**src/rtl/pulse_gen_arbiter_pkg.sv**
```systemverilog
// pulse_gen_arbiter_pkg: shared state encoding and requester limits for the pulse generator arbiter
package pulse_gen_arbiter_pkg;
  localparam int MAX_REQ = 8;
  localparam int IDX_W = $clog2(MAX_REQ);
  typedef enum logic [2:0] {IDLE, ISSUE, WAIT_BUSY, WAIT_DONE, RELEASE} state_t;
endpackage

```
**src/rtl/pulse_gen_arbiter_if.sv**
```systemverilog
// pulse_gen_arbiter_if: requester and generator handshake bundle around the arbiter
interface pulse_gen_arbiter_if #(parameter int NUM_REQ = 2);
  logic [NUM_REQ-1:0] req;
  logic [NUM_REQ-1:0] grant;
  logic [NUM_REQ-1:0] done;
  logic err;
  logic gen_start;
  logic gen_done;
  logic gen_rst;
  modport master(output req, gen_done, input grant, done, err, gen_start, gen_rst);
  modport slave(input req, gen_done, output grant, done, err, gen_start, gen_rst);
endinterface

```
**src/rtl/pulse_gen_arbiter_rr_select.sv**
```systemverilog
// pulse_gen_arbiter_rr_select: first set request scanning upward from ptr+1 with wrap
module pulse_gen_arbiter_rr_select
  import pulse_gen_arbiter_pkg::*;
#(
  parameter int NUM_REQ = 2
) (
  input  logic [NUM_REQ-1:0] req,
  input  logic [IDX_W-1:0]   ptr,
  output logic [NUM_REQ-1:0] sel,
  output logic [IDX_W-1:0]   idx,
  output logic               any
);
  always_comb begin
    sel = '0;
    idx = '0;
    any = 1'b0;
    for (int i = 1; i <= NUM_REQ; i++) begin
      if (!any && req[(int'(ptr) + i) % NUM_REQ]) begin
        any = 1'b1;
        idx = IDX_W'((int'(ptr) + i) % NUM_REQ);
        sel[(int'(ptr) + i) % NUM_REQ] = 1'b1;
      end
    end
  end
endmodule

```
**src/rtl/pulse_gen_arbiter.sv**
```systemverilog
// pulse_gen_arbiter: round-robin sharing of one pulse generator with a handshake watchdog
module pulse_gen_arbiter
  import pulse_gen_arbiter_pkg::*;
#(
  parameter int NUM_REQ = 2,
  parameter int TIMEOUT = 1023
) (
  input logic sys_clk,
  input logic rst,
  pulse_gen_arbiter_if.slave bus
);
  localparam int TO_CTR_SIZE = $clog2(TIMEOUT + 1);
  state_t state, state_d;
  logic [NUM_REQ-1:0] grant_q, grant_d, done_q, done_d, sel_oh;
  logic err_q, err_d, start_q, start_d, grst_q, grst_d, sel_any;
  logic [IDX_W-1:0] rr_ptr, rr_d, sel_idx;
  logic [TO_CTR_SIZE-1:0] to_ctr, to_d;
  logic expired;
  pulse_gen_arbiter_rr_select #(.NUM_REQ(NUM_REQ)) u_sel (
    .req(bus.req),
    .ptr(rr_ptr),
    .sel(sel_oh),
    .idx(sel_idx),
    .any(sel_any)
  );
  assign expired = to_ctr == TO_CTR_SIZE'(TIMEOUT);
  always_comb begin
    state_d = state;
    grant_d = grant_q;
    done_d = done_q;
    err_d = err_q;
    start_d = start_q;
    grst_d = grst_q;
    rr_d = rr_ptr;
    to_d = to_ctr;
    case (state)
      IDLE: if (bus.gen_done && sel_any) begin
        grant_d = sel_oh;
        start_d = 1'b1;
        rr_d = sel_idx;
        to_d = '0;
        state_d = ISSUE;
      end
      ISSUE: begin
        start_d = 1'b0;
        state_d = WAIT_BUSY;
      end
      WAIT_BUSY, WAIT_DONE: begin
        if (state == WAIT_BUSY && !bus.gen_done) begin
          to_d = '0;
          state_d = WAIT_DONE;
        end else if (state == WAIT_DONE && bus.gen_done) begin
          done_d = grant_q;
          grant_d = '0;
          state_d = RELEASE;
        end else if (expired) begin
          done_d = grant_q;
          err_d = 1'b1;
          grst_d = 1'b1;
          grant_d = '0;
          state_d = RELEASE;
        end else begin
          to_d = to_ctr + 1'b1;
        end
      end
      RELEASE: begin
        done_d = '0;
        err_d = 1'b0;
        grst_d = 1'b0;
        state_d = IDLE;
      end
      default: state_d = IDLE;
    endcase
  end
  always_ff @(posedge sys_clk) begin
    if (rst) begin
      state <= IDLE;
      grant_q <= '0;
      done_q <= '0;
      err_q <= 1'b0;
      start_q <= 1'b0;
      grst_q <= 1'b0;
      rr_ptr <= IDX_W'(NUM_REQ - 1);
      to_ctr <= '0;
    end else begin
      state <= state_d;
      grant_q <= grant_d;
      done_q <= done_d;
      err_q <= err_d;
      start_q <= start_d;
      grst_q <= grst_d;
      rr_ptr <= rr_d;
      to_ctr <= to_d;
    end
  end
  assign bus.grant = grant_q;
  assign bus.done = done_q;
  assign bus.err = err_q;
  assign bus.gen_start = start_q;
  assign bus.gen_rst = grst_q;
endmodule

```
**src/flat_wrapper.sv**
```systemverilog
// flat-port wrapper written by rule: the top's interface ports become plain ports
module pulse_gen_arbiter_flat import pulse_gen_arbiter_pkg::*;
#(
  parameter int NUM_REQ = 2,
  parameter int TIMEOUT = 1023
)
  (sys_clk, rst, bus_req, bus_gen_done, bus_grant, bus_done, bus_err, bus_gen_start, bus_gen_rst);
  pulse_gen_arbiter_if #(.NUM_REQ(NUM_REQ)) bus_i ();
  input logic sys_clk;
  input logic rst;
  input wire logic [$bits(bus_i.req)-1:0] bus_req;
  input wire logic [$bits(bus_i.gen_done)-1:0] bus_gen_done;
  output wire logic [$bits(bus_i.grant)-1:0] bus_grant;
  output wire logic [$bits(bus_i.done)-1:0] bus_done;
  output wire logic [$bits(bus_i.err)-1:0] bus_err;
  output wire logic [$bits(bus_i.gen_start)-1:0] bus_gen_start;
  output wire logic [$bits(bus_i.gen_rst)-1:0] bus_gen_rst;
  assign bus_i.req = bus_req;
  assign bus_i.gen_done = bus_gen_done;
  assign bus_grant = bus_i.grant;
  assign bus_done = bus_i.done;
  assign bus_err = bus_i.err;
  assign bus_gen_start = bus_i.gen_start;
  assign bus_gen_rst = bus_i.gen_rst;
  pulse_gen_arbiter #(.NUM_REQ(NUM_REQ), .TIMEOUT(TIMEOUT)) u_core (.sys_clk(sys_clk), .rst(rst), .bus(bus_i));
endmodule
```
**config.mk**
```make
export PLATFORM = sky130hd
export DESIGN_NAME = pulse_gen_arbiter_flat
export DESIGN_NICKNAME = d
export VERILOG_FILES = /design/src/rtl/pulse_gen_arbiter_pkg.sv /design/src/rtl/pulse_gen_arbiter_if.sv /design/src/rtl/pulse_gen_arbiter_rr_select.sv /design/src/rtl/pulse_gen_arbiter.sv /design/src/flat_wrapper.sv
export SDC_FILE = /design/constraint.sdc
export NUM_CORES = 1
export LEC_CHECK = 0
export ABC_AREA = 1
export CAP_MARGIN = 5
export CORE_MARGIN = 5
export CORE_UTILIZATION = 55
export CTS_CLUSTER_SIZE = 20
export DETAILED_ROUTE_END_ITERATION = 8
export PLACE_DENSITY = 0.82
export SLEW_MARGIN = 20
export SYNTH_ARGS = -nofsm -noshare
export SYNTH_HDL_FRONTEND = slang
export SYNTH_SLANG_ARGS = --single-unit
```
**constraint.sdc**
```tcl
create_clock -name sys_clk -period 1.65 [get_ports sys_clk]
set_input_delay 0.165 -clock sys_clk [delete_from_list [all_inputs] [get_ports sys_clk]]
set_output_delay 0.165 -clock sys_clk [all_outputs]
set_load 0.01 [all_outputs]
```
# After elaboration in Yosys (flattened, before gate mapping)
# Cells that the tools add are included.
# classes
add_sub_neg,3
mul,0
div,0
magnitude_cmp,4
eq_ne,13
shifts,0
muxes,41
n_bitwise,3
n_reduce_logical,20
# ops
operator,count
10-bit 2-to-1 mux,4
10-bit one-hot mux with 2 select lines,1
2-bit 2-to-1 mux,9
1-bit 2-to-1 mux,16
3-bit 2-to-1 mux,4
4-bit AND reduction,3
"10-bit by 1-bit adder with 10-bit output, second input constant",1
"10-bit equality test, second input constant",1
3-bit one-hot mux with 3 select lines,1
2-bit one-hot mux with 2 select lines,2
"3-bit by 2-bit equality test with 1-bit output, second input constant",2
1-bit logical AND,6
"2-bit by 3-bit less-than comparator with 1-bit output, second input constant",2
2-bit AND reduction,3
2-bit nonzero test,3
"2-bit by 1-bit >= comparator with 1-bit output, second input constant",2
"2-bit by 1-bit inequality test with 1-bit output, second input constant",2
"2-bit inequality test, second input constant",2
"4-bit by 1-bit inequality test with 1-bit output, second input constant",1
1-bit one-hot mux with 2 select lines,2
"3-bit by 1-bit equality test with 1-bit output, second input constant",1
"3-bit equality test, second input constant",1
3-bit logical NOT,1
"3-bit by 1-bit inequality test with 1-bit output, second input constant",1
9 further kinds,13
# totals
reg_bits,20
latch_bits,0
ram_bits,0
mem_bits_ro,0
memories,0

# Depth between registers and ports, before layout
# logic_depth
ltp_word,12
depth_mapped,11

# Cells and area by module
# From an unflattened synthesis, not the netlist that was laid out.
# unflattened
cells_unflattened,174
hier_area_um2,1217.4
# by_module_without_submodules
mod,instances,cells_each,area_per_inst_um2,seq_area_each_um2
pulse_gen_arbiter,1,164,1168.6,440.4
pulse_gen_arbiter_rr_select,1,10,48.8,0.0

# Least setup slack after synthesis
# No wires, ideal clock.
# synth_path
path_type,reg2reg
start,reg u_core.to_ctr[0]
end,reg u_core.to_ctr[5]
setup_ps,114
arrival_ps,1374
t_required_ps,1536
setup_slack_ps,162
stages_incl_launch_ff,10
n_path_buf,1
synth_period_minus_slack_ps,1488
cell_sequence,dfxtp_1 ha_1 nand2_1 nor2_1 nand3_4 nor2_4 nor2_4 buf_6 a21oi_1 nor2_1
# synth_between
elab_chain_cells,5
word_cells_on_any_way,8
classes_between,add/sub (1); eq/ne (2); mux (4); reduce/logical (1)
# synth_lines
item,line,text
start: declaration,pulse_gen_arbiter.sv:17,"logic [TO_CTR_SIZE-1:0] to_ctr, to_d;"
start signal: assignment,pulse_gen_arbiter.sv:93,to_ctr <= to_d;
10-bit by 1-bit adder with 10-bit output,pulse_gen_arbiter.sv:63,to_d = to_ctr + 1'b1;
10-bit 2-to-1 mux,pulse_gen_arbiter.sv:56,end else if (expired) begin
10-bit 2-to-1 mux,pulse_gen_arbiter.sv:52,end else if (state == WAIT_DONE && bus.gen_done) begin
10-bit 2-to-1 mux,pulse_gen_arbiter.sv:49,if (state == WAIT_BUSY && !bus.gen_done) begin
10-bit one-hot mux with 2 select lines,pulse_gen_arbiter.sv:36,case (state)
# Several ways; a longest one is shown, not always the timed one. The select of a mux whose other input is x is not followed.
# A chain may end at the register's enable or synchronous reset.

# Worst setup path in the final report
# layout_path
start,reg u_core.to_ctr[1]
end,reg u_core.to_ctr[3]
# The elaborated chain is that of the path after synthesis.

==> results by group <==
Placement
  • DP HPWL: around 2000 um
  • DP Worst Slack: -40.7 ps
  • Number of port buffers: 11
  • Cell Area, Placed: 1380 um^2
  • Final GP Congestion: ~0.84

Synth
  • Synth warnings: 0
  • Synthesized area: 1200 um^2
  • Synth Net Count: 193
  • Post-synthesis register bit count: 20
  • Synth Area per Inst: between 6 and 7 um^2
  • Synth Instances: roughly 190
  • Synth unique cells: 23
  • Register area share after synthesis: 33.3%

Global route
  • Grt ovf: 0
  • Initial antenna violation count: 0
  • First-pass GRT wire length: between 4000 and 5000 um
  • Pin count of the biggest net entering global routing: 14
  • Gr usage total: 17.0%
  • Number of global-route vias before repair: ~1100

STA
  • Max Fclk: between 600 and 700 MHz
  • Slew HR: 72.2%
  • Fin crit period: 1530 ps
  • Final Max Tran Viols: 0
  • Final hold vios: 0
  • Final Cycle Share: between 90% and 100%
  • Fin Clk Skew: between 2 and 2.5 ps
  • Final worst slack: 121 ps
  • Hold slack: 470 ps
  • Slew at the pin with the worst max-slew slack: between 400 and 500 ps
  • Total Neg Setup Slack: 0 ps
  • Setup Viol. Count Final: 0

Worst setup path
  • CP Capture Type: flip-flop
  • Setup CP Type: reg2reg
  • Crit path launch type: flip-flop
  • CP peak stage delay: approximately 380 ps
  • Worst-path fanout max: 4
  • CP max-delay cell: dfxtp_2
  • WP data required: between 1500 and 2000 ps
  • CP Cell Sequence: ha_4 -> nand2_2 -> nor2_4 -> nand3_4 -> nor2_4 -> buf_4 -> inv_1 -> nand2_1 -> nand2_1 -> a21oi_2
  • Critical path arrival: approximately 1800 ps

Detailed routing
  • Starting DRT DRC Count: 18
  • Final ANT Viol Nets: 0
  • First-pass detailed-route iteration total: 5
  • Via density: between 5 and 6
  • Via count: between 1000 and 1500
  • Drc violations: 0
  • Post-DR wirelength/cell: 11.1 um
  • Routed WL: 2620 um

Power
  • Total power: approximately 2.2 mW
  • VDD IR max: 943 uV
  • Leakage power: ~0.63 nW
  • Pwr dens: between 1500 and 2000 nW/um^2

Floorplanning
  • Row count: 17
  • Die Y: ~57 um
  • Top Ports: 12
  • Die width: between 50 and 60 um
  • Core region area: around 2100 um^2
  • Die area: about 3200 um^2
  • Starting Density: between 50% and 60%

Clocking
  • Num CTS Buffers: 3
  • Clock transition at path regs: roughly 110 ps
  • Sink Count: 20
  • CTS tree: yes
  • CTS Hold Buffers Added: 0
  • CTS root buffer: clkbuf_4
  • H-tree depth: 1
  • Clock Latency Late Sink: around 300 ps
  • Clock buffer depth: 2

Finish
  • Share of cells above drive strength 1: around a fifth
  • Synth-to-Final Area Change: 21.8%
  • Layout Nets: between 200 and 250
  • Leading cell types in the layout, fill and taps excluded: nand2_1, nor2_1, dfxtp_1
  • Cell area after layout: 1460 um^2
  • Commonest non-fill, non-tap cell in the layout: nand2_1
  • # diodes: 0

Hold path
  • Hold Path Class: reg2reg

Run status
  • Outcome: complete, no violations

Run
  • Max cap viols: 0
## repair_timing
action                                 4_1_cts  5_1_grt
setup buffers                                0        2
pin swaps                                    0        3
setup endpoints to repair                    5       10
endpoints found under the hold margin        0        0
resized for setup                            1        8
## metrics by stage
step / util (%) / instances
finish: 68.1 / 237
global route: 68.1 / 237
CTS: 66.0 / 235
detailed placement: 64.2 / 231
global placement: 64.2 / 231
floorplan: - / 187
## per-layer routing
| metal | track usage [%] | part of all wire (%) | wire length (um) | vias up |
|---|---|---|---|---|
| met5 | 0 | 0 | 0 | - |
| met4 | 4.97 | 1.5 | 39 | 0 |
| met3 | 3.45 | 3.9 | 101 | 5 |
| met2 | 33.5 | 52 | 1370 | 25 |
| met1 | 17.7 | 42 | 1110 | 565 |
| li1 | - | - | - | 630 |
## worst max-delay path, delay by kind of cell (launching register included)
kind	cells	cell delay, ps
AOI/OAI and AO/OA	1	110
and+or+nand+nor	6	680
adders and majority gates	1	140
DFF	1	380
buffers and inverters	2	160
## report_power, final
part | switching, mW | internal (mW) | total, mW
logic | 0.653 | 0.507 | 1.16
clock network | 0.150 | 0.135 | 0.285
registers | 0.128 | 0.625 | 0.753
total | 0.931 | 1.27 | 2.20
## synthesized netlist by cell type
master    instances  area [um^2]
a21o_1            1         7.51
nand4_1           2         12.5
inv_2             3         11.3
clkbuf_1          1         3.75
nor2_2            3         18.8
nand2_1          57          214
nand2_2           5         31.3
nand2_4           2         22.5
nand3_1          16         80.1
buf_6             2         22.5
inv_1            17         63.8
buf_4             1         7.51
and2_1            1         6.26
o211ai_1          1         7.51
nand3_4           2         35.0
a21oi_2           3         26.3
nor2_1           33          124
nor2_4            2         22.5
o21ai_0           3         15.0
dfxtp_1          20          400
ha_1              1         12.5
a21oi_1          10         50.1
a31oi_1           1         6.26
## state kept, by name (all words and copies together), names as in the netlist
register	flops
u_core.bus.err	1
u_core.rr_ptr	1
u_core.bus.gen_start	1
u_core.bus.grant	2
u_core.state	3
u_core.bus.done	2
u_core.to_ctr	10
## logic make-up (layout without fill, tap and decap cells)
kind of cell,Yosys count,in the layout,synth area share (%)
compound gates,19,19,9.38
fa+ha+maj,1,1,1.04
buf+inv,24,46,9.06
flops,20,20,33.3
simple gates,123,123,47.2
## layout make-up
type | instances | area (um^2)
multi-input combinational | 143 | 721
fill | 199 | 686
sequential | 20 | 403
timing repair buffer | 22 | 193
inverter | 20 | 75.1
clock buffer | 4 | 36.3
tap | 28 | 35.0
## final timing paths
| path | from | endpoint | slack, ps | depth (start not counted) |
|---|---|---|---|---|
| worst max-delay path | u_core.to_ctr[1] | u_core.to_ctr[3] | 120 | 10 |
| worst min-delay path | u_core.bus.gen_start | u_core.bus.gen_start | 470 | 2 |
| worst max register to register | u_core.to_ctr[1] | u_core.to_ctr[3] | 120 | 10 |
| worst min register to register | u_core.bus.gen_start | u_core.bus.gen_start | 470 | 2 |
(Power assumes the default switching activity.)
